==> src/rtl/vmx_pe_simd_db_if.sv <==
// Chain link bundle for the VMX SIMD processing element.
// The slave modport is the PE side: it consumes the upstream beat and drives the downstream beat.
// The master modport is the neighbour or bench side of the same bundle.
interface vmx_pe_simd_db_if #(
  parameter int DATA_W = 16,
  parameter int ACC_W  = 2 * DATA_W,
  parameter int IDX_W  = 7
);
  logic              in_valid;
  logic              simd_mode;
  logic              load_valid;
  logic [IDX_W-1:0]  load_idx;
  logic              weight_swap;
  logic [DATA_W-1:0] data;
  logic [ACC_W-1:0]  sum_in;

  logic              out_valid;
  logic              simd_mode_pass;
  logic              load_valid_pass;
  logic [IDX_W-1:0]  load_idx_pass;
  logic              swap_pass;
  logic [DATA_W-1:0] data_pass;
  logic [ACC_W-1:0]  sum_out;
  logic              sat_flag;

  modport slave (
    input  in_valid, simd_mode, load_valid, load_idx, weight_swap, data, sum_in,
    output out_valid, simd_mode_pass, load_valid_pass, load_idx_pass, swap_pass,
           data_pass, sum_out, sat_flag
  );

  modport master (
    output in_valid, simd_mode, load_valid, load_idx, weight_swap, data, sum_in,
    input  out_valid, simd_mode_pass, load_valid_pass, load_idx_pass, swap_pass,
           data_pass, sum_out, sat_flag
  );
endinterface

==> src/rtl/vmx_pe_simd_db.sv <==
// VMX systolic-array processing element: signed MAC with LANES SIMD sub-lanes and
// double-buffered (shadow/active) weights. One beat per cycle, no backpressure.
// Optional feature macro: VMX_PE_SAT_EN -- saturating accumulate and sat_flag reporting;
// when undefined the accumulate wraps and sat_flag stays 0.
module vmx_pe_simd_db #(
  parameter int DATA_W = 16,
  parameter int LANES  = 2,
  parameter int ACC_W  = 2 * DATA_W,
  parameter int IDX_W  = 7
) (
  input logic              clk,
  input logic              rst,
  vmx_pe_simd_db_if.slave  pe
);

  localparam int LW  = DATA_W / LANES;
  localparam int LAW = ACC_W / LANES;

  logic signed [DATA_W-1:0]   shadow_w;
  logic signed [DATA_W-1:0]   active_w;

  logic signed [2*DATA_W-1:0] full_p;
  logic signed [ACC_W:0]      full_s;
  logic signed [LW-1:0]       d_l;
  logic signed [LW-1:0]       w_l;
  logic signed [2*LW-1:0]     p_l;
  logic signed [LAW:0]        s_l;
  logic        [ACC_W-1:0]    full_sum_p0;
  logic        [ACC_W-1:0]    lane_sum_p0;
  logic                       full_ovf_p0;
  logic                       lane_ovf_p0;

  // Clamp a one-bit-wide full-width sum to ACC_W (saturate or wrap).
  function automatic logic [ACC_W-1:0] fit_full(input logic signed [ACC_W:0] s);
`ifdef VMX_PE_SAT_EN
    if (s[ACC_W] != s[ACC_W-1])
      return s[ACC_W] ? {1'b1, {(ACC_W-1){1'b0}}} : {1'b0, {(ACC_W-1){1'b1}}};
`endif
    return s[ACC_W-1:0];
  endfunction

  // Clamp a one-bit-wide lane sum to LAW (saturate or wrap).
  function automatic logic [LAW-1:0] fit_lane(input logic signed [LAW:0] s);
`ifdef VMX_PE_SAT_EN
    if (s[LAW] != s[LAW-1])
      return s[LAW] ? {1'b1, {(LAW-1){1'b0}}} : {1'b0, {(LAW-1){1'b1}}};
`endif
    return s[LAW-1:0];
  endfunction

  // MAC datapath: full-width product/sum and per-lane products/sums, each with one guard bit
  // so overflow is visible; each lane has its own adder so no carry crosses a lane.
  always_comb begin
    full_p      = $signed(pe.data) * active_w;
    full_s      = {{(ACC_W + 1 - 2*DATA_W){full_p[2*DATA_W-1]}}, full_p}
                + {pe.sum_in[ACC_W-1], pe.sum_in};
    full_sum_p0 = fit_full(full_s);
    full_ovf_p0 = full_s[ACC_W] ^ full_s[ACC_W-1];
    lane_sum_p0 = '0;
    lane_ovf_p0 = 1'b0;
    d_l         = '0;
    w_l         = '0;
    p_l         = '0;
    s_l         = '0;
    for (int i = 0; i < LANES; i++) begin
      d_l = pe.data[i*LW +: LW];
      w_l = active_w[i*LW +: LW];
      p_l = d_l * w_l;
      s_l = {{(LAW + 1 - 2*LW){p_l[2*LW-1]}}, p_l}
          + {pe.sum_in[i*LAW + LAW - 1], pe.sum_in[i*LAW +: LAW]};
      lane_sum_p0[i*LAW +: LAW] = fit_lane(s_l);
      lane_ovf_p0 = lane_ovf_p0 | (s_l[LAW] ^ s_l[LAW-1]);
    end
  end

  // Stage p0 -> outputs: pass-through, token forwarding, weight double-buffer, MAC result.
  always_ff @(posedge clk) begin
    if (rst) begin
      pe.out_valid       <= 1'b0;
      pe.simd_mode_pass  <= 1'b0;
      pe.swap_pass       <= 1'b0;
      pe.data_pass       <= '0;
      pe.load_valid_pass <= 1'b0;
      pe.load_idx_pass   <= '0;
      pe.sum_out         <= '0;
      pe.sat_flag        <= 1'b0;
      shadow_w           <= '0;
      active_w           <= '0;
    end else begin
      pe.out_valid      <= pe.in_valid;
      pe.simd_mode_pass <= pe.simd_mode;
      pe.swap_pass      <= pe.weight_swap;
      pe.data_pass      <= pe.data;

      if (pe.load_valid && pe.load_idx == '0) begin
        shadow_w           <= $signed(pe.data);
        pe.load_valid_pass <= 1'b0;
        pe.load_idx_pass   <= '0;
      end else if (pe.load_valid) begin
        pe.load_valid_pass <= 1'b1;
        pe.load_idx_pass   <= pe.load_idx - 1'b1;
      end else begin
        pe.load_valid_pass <= 1'b0;
        pe.load_idx_pass   <= '0;
      end

      // Swap reads the pre-edge shadow, so a same-cycle capture lands only in shadow.
      if (pe.weight_swap)
        active_w <= shadow_w;

      if (pe.in_valid) begin
        pe.sum_out <= pe.simd_mode ? lane_sum_p0 : full_sum_p0;
`ifdef VMX_PE_SAT_EN
        pe.sat_flag <= pe.simd_mode ? lane_ovf_p0 : full_ovf_p0;
`else
        pe.sat_flag <= 1'b0;
`endif
      end
    end
  end

endmodule

==> src/flat_wrapper.sv <==
// flat-port wrapper written by rule: the top's interface ports become plain ports
module vmx_pe_simd_db_flat 
#(
  parameter int DATA_W = 16,
  parameter int LANES  = 2,
  parameter int ACC_W  = 2 * DATA_W,
  parameter int IDX_W  = 7
)
  (clk, rst, pe_in_valid, pe_simd_mode, pe_load_valid, pe_load_idx, pe_weight_swap, pe_data, pe_sum_in, pe_out_valid, pe_simd_mode_pass, pe_load_valid_pass, pe_load_idx_pass, pe_swap_pass, pe_data_pass, pe_sum_out, pe_sat_flag);
  vmx_pe_simd_db_if #(.DATA_W(DATA_W), .ACC_W(ACC_W), .IDX_W(IDX_W)) pe_i ();
  input logic clk;
  input logic rst;
  input wire logic [$bits(pe_i.in_valid)-1:0] pe_in_valid;
  input wire logic [$bits(pe_i.simd_mode)-1:0] pe_simd_mode;
  input wire logic [$bits(pe_i.load_valid)-1:0] pe_load_valid;
  input wire logic [$bits(pe_i.load_idx)-1:0] pe_load_idx;
  input wire logic [$bits(pe_i.weight_swap)-1:0] pe_weight_swap;
  input wire logic [$bits(pe_i.data)-1:0] pe_data;
  input wire logic [$bits(pe_i.sum_in)-1:0] pe_sum_in;
  output wire logic [$bits(pe_i.out_valid)-1:0] pe_out_valid;
  output wire logic [$bits(pe_i.simd_mode_pass)-1:0] pe_simd_mode_pass;
  output wire logic [$bits(pe_i.load_valid_pass)-1:0] pe_load_valid_pass;
  output wire logic [$bits(pe_i.load_idx_pass)-1:0] pe_load_idx_pass;
  output wire logic [$bits(pe_i.swap_pass)-1:0] pe_swap_pass;
  output wire logic [$bits(pe_i.data_pass)-1:0] pe_data_pass;
  output wire logic [$bits(pe_i.sum_out)-1:0] pe_sum_out;
  output wire logic [$bits(pe_i.sat_flag)-1:0] pe_sat_flag;
  assign pe_i.in_valid = pe_in_valid;
  assign pe_i.simd_mode = pe_simd_mode;
  assign pe_i.load_valid = pe_load_valid;
  assign pe_i.load_idx = pe_load_idx;
  assign pe_i.weight_swap = pe_weight_swap;
  assign pe_i.data = pe_data;
  assign pe_i.sum_in = pe_sum_in;
  assign pe_out_valid = pe_i.out_valid;
  assign pe_simd_mode_pass = pe_i.simd_mode_pass;
  assign pe_load_valid_pass = pe_i.load_valid_pass;
  assign pe_load_idx_pass = pe_i.load_idx_pass;
  assign pe_swap_pass = pe_i.swap_pass;
  assign pe_data_pass = pe_i.data_pass;
  assign pe_sum_out = pe_i.sum_out;
  assign pe_sat_flag = pe_i.sat_flag;
  vmx_pe_simd_db #(.DATA_W(DATA_W), .LANES(LANES), .ACC_W(ACC_W), .IDX_W(IDX_W)) u_core (.clk(clk), .rst(rst), .pe(pe_i));
endmodule
==> config.mk <==
export PLATFORM = sky130hd
export DESIGN_NAME = vmx_pe_simd_db_flat
export DESIGN_NICKNAME = d
export VERILOG_FILES = /design/src/rtl/vmx_pe_simd_db_if.sv /design/src/rtl/vmx_pe_simd_db.sv /design/src/flat_wrapper.sv
export SDC_FILE = /design/constraint.sdc
export NUM_CORES = 1
export LEC_CHECK = 0
export CAP_MARGIN = 20
export CORE_MARGIN = 2
export CORE_UTILIZATION = 38
export DETAILED_ROUTE_END_ITERATION = 10
export PLACE_DENSITY = 0.66
export SLEW_MARGIN = 40
export SYNTH_ARGS = -nofsm -noshare
export SYNTH_HDL_FRONTEND = slang
export SYNTH_SLANG_ARGS = --single-unit
==> constraint.sdc <==
create_clock -name clk -period 10.3 [get_ports clk]
set_input_delay 1.545 -clock clk [delete_from_list [all_inputs] [get_ports clk]]
set_output_delay 1.545 -clock clk [all_outputs]
set_load 0.01 [all_outputs]
==> run summary <==
Seq/Total Area, Yosys -> 9.63%
Skew-Pair Late Insertion Delay -> 0.39 ns
Setup WS post-layout -> 1.84 ns
FF-to-FF Start -> u_core.active_w[2]$_SDFFE_PP0P_
Clock Sinks -> 91
root buf cell -> clkbuf_16
clk buf depth -> 2
HP Class -> reg -> reg
RSZ-0062 raised after global routing -> false
Rows -> 81
post-synthesis cell type count -> 64
Finished Core Util -> 43.0%
CP endpoint -> u_core.pe.sum_out[29]$_SDFFE_PP0P_
vias in the first global route -> 15,100
TritonCTS clock tree -> built
initial antenna violation count -> 2
Register Area -> 1830 um2
post-synthesis register bit count -> 91
Max Clk Rate -> 0.118 GHz
status -> completed
fin crit share -> 82.2%
Initial Util -> 38.6%
core area -> 49,100 um2
Post-synth EDFFs -> 0
setup TNS -> 0 ns
power per cell area -> 47.2 nW/um2
Worst EP arrival -> 8.78 ns
CTS resizes -> 0
die width -> 227 um
CP startpoint -> pe_data[15]
reg-to-reg setup timing slack -> 3.14 ns
H-tree levels -> 3
largest net degree at the start of global routing -> 86
VDD IR-drop max -> 0.0810 mV
Most used DFF post-synth -> dfxtp_1
Synth Warn # -> 0
area delta synth->final -> 11.5%
pre-CTS WS -> 1.44 ns
Port Buffers -> 119
post-place instance area -> 20,800 um2
gpl congestion -> 0.891
CP Data Required Time -> 10.62 ns
clock-pin slew on the worst setup and hold paths -> 0.08 ns
Post-Syn Area -> 18,900 um2
Final Instance Area -> 21,100 um2
LEAKAGE -> 0.0106 uW
post-synthesis cell count -> 2,038
CP Max Fanout -> 18
Final setup viols -> 0
syn avg cell area -> 9.28 um2
area of the multi-input gates -> 14,800 um2
overall routed net length -> 50,400 um
kind of critical path -> in -> reg
Startpoint Class -> primary input
total gr overflow -> 0
die area -> 51,600 um2
DRC -> 0
ANT nets after route -> 0
CP Capture Type -> flip-flop
relative slew slack -> 41.4%
routed vias/inst -> 4.96
asr flop ratio synth -> 0%
Final Hold Viols -> 0
NumNets Final -> 2,758
Num CTS Buffers -> 9
Total Power -> 994 uW
worst slew pin tran -> 0.878 ns
GR Util All Layers -> 20.8%
global-route wire length before repair -> 81,700 um
postcts setup bufs -> 0
Slew Limit Fails -> 0
vias -> 13,800
fraction of layout cells with a size suffix above 1 -> 2.83%
crit path time final -> 8.46 ns
DR pass1 iterations -> 5
Post-DP HPWL -> 41,700 um
Worst Skew -> 0.0104 ns
reg-to-reg critical path endpoint -> u_core.pe.sum_out[29]$_SDFFE_PP0P_
CTS Hold Bufs -> 0
die height -> 227 um
IO Pins -> 121
R2R depth -> 22
Detailed Route Iter0 Violations -> 761
max cap viols -> 0
Syn Nets -> 2,682
drt wl/cell -> 18.1 um
FILL cells -> 4,759
-- cells by family (layout without fill, tap and decap cells) --
kind of cell / count (synthesis) / count (layout) / synth area share [%]
AOI/OAI and AO/OA: 181 / 181 / 6.27
xor gates and xnor gates: 73 / 73 / 3.45
other: 1 / 3 / 0.0198
buffers and inverters: 597 / 678 / 11.9
adders and majority gates: 583 / 583 / 54.9
DFF: 91 / 91 / 9.63
muxes: 29 / 29 / 1.55
and+or+nand+nor: 483 / 483 / 12.3
-- flip-flops by register name, indices dropped and copies added (netlist names) --
name and flops:
u_core.pe.out_valid 1, u_core.pe.load_idx_pass 7, u_core.pe.load_valid_pass 1, u_core.pe.simd_mode_pass 1, u_core.active_w 16, u_core.pe.sum_out 32, u_core.pe.data_pass 16, u_core.pe.swap_pass 1
u_core.shadow_w 16
-- critical path, stage by stage --
cell and delay, ns:
clkdlybuf4s50_1 0.75, nand2_1 0.32, inv_1 0.11, fa_2 0.67, inv_1 0.09, fa_1 0.54, inv_1 0.33, fa_1 0.51
fa_1 0.51, fa_1 0.49, inv_1 0.05, fa_1 0.47, inv_1 0.04, ha_1 0.39, and4_1 0.24, nand3_1 0.12
or3b_1 0.39, o2111ai_1 0.38, a41oi_1 0.19, nor2b_1 0.16, o311a_1 0.34, nor3_2 0.14
-- power breakdown --
group | internal (uW) | switching [uW] | leakage, uW
registers | 366 | 8.06 | 0.000749
logic | 112 | 149 | 0.00974
clock network | 173 | 186 | 0.000145
total | 651 | 343 | 0.0106
-- through the flow --
step	hold slack, ns	instances
2_1_floorplan	0.436	2038
3_3_place_gp	0.442	2767
3_5_place_dp	0.448	2767
4_1_cts	0.459	2783
5_1_grt	0.477	2783
6_report	0.460	2785
-- metal layers --
| metal | share of wire, % | track usage (%) | wire, um |
|---|---|---|---|
| met5 | 0.048 | 0 | 24 |
| met4 | 3.8 | 7.99 | 1930 |
| met3 | 4.6 | 2.58 | 2310 |
| met2 | 51 | 36.6 | 25700 |
| met1 | 41 | 26.0 | 20400 |
-- layout make-up --
cell class,instances,area share [%]
multi-input cells,1350,70.4
inverters,522,9.29
flip-flops and latches,91,8.66
repair buffers,140,6.21
well taps,664,3.94
clock buffers,9,1.07
clock inverters,7,0.356
diodes,2,0.0237
-- layout by cell type, fill, tap and decap left out, types with 21 or more instances in the layout --
| cell type | instances |
|---|---|
| ha_1 | 171 |
| inv_1 | 521 |
| dfxtp_1 | 88 |
| nor2_1 | 87 |
| buf_4 | 21 |
| clkdlybuf4s50_1 | 110 |
| fa_1 | 411 |
| mux2i_1 | 27 |
| o21ai_0 | 21 |
| and2_1 | 114 |
| nand2_1 | 194 |
| a21oi_1 | 58 |
| xnor2_1 | 57 |
-- cells in the mapped netlist (4+ instances only) --
cell      number  share of area [%]
nand3_1        8               0.21
or3_1          5               0.17
o21a_1         4               0.16
o22ai_1        6               0.20
a31oi_1        4               0.13
nand2b_1      20               0.66
o21ai_0       21               0.56
inv_1        521                 10
o21ai_1       12               0.32
mux2i_1       27                1.4
nand2_1      195                3.9
ha_1         171                 11
xnor2_1       57                2.6
nor2_1        87                1.7
xor2_1        15               0.69
fa_1         412                 44
o211ai_1       8               0.32
o21bai_1       6               0.24
a21oi_1       58                1.5
and2_1       115                3.8
clkbuf_1      66                1.3
dfxtp_1       91                9.6
and3_1         4               0.13
a21o_1        13               0.52
buf_1          5              0.099
a211oi_1      20               0.79
nor2b_1       20               0.66
nor3_1        12               0.32
-- how the worst min path moves through the flow --
| stage | from | endpoint | cells after the start |
|---|---|---|---|
| after floorplan | u_core.shadow_w[0]$_SDFFE_PP0P_ | u_core.shadow_w[0]$_SDFFE_PP0P_ | 2 |
| after global placement | u_core.shadow_w[0]$_SDFFE_PP0P_ | u_core.shadow_w[0]$_SDFFE_PP0P_ | 2 |
| after detailed placement | u_core.shadow_w[4]$_SDFFE_PP0P_ | u_core.shadow_w[4]$_SDFFE_PP0P_ | 2 |
| after CTS | u_core.shadow_w[4]$_SDFFE_PP0P_ | u_core.shadow_w[4]$_SDFFE_PP0P_ | 2 |
| after global routing | u_core.shadow_w[2]$_SDFFE_PP0P_ | u_core.shadow_w[2]$_SDFFE_PP0P_ | 2 |
| final | u_core.shadow_w[4]$_SDFFE_PP0P_ | u_core.shadow_w[4]$_SDFFE_PP0P_ | 2 |
Note: power is estimated with default switching activity, not from simulation.
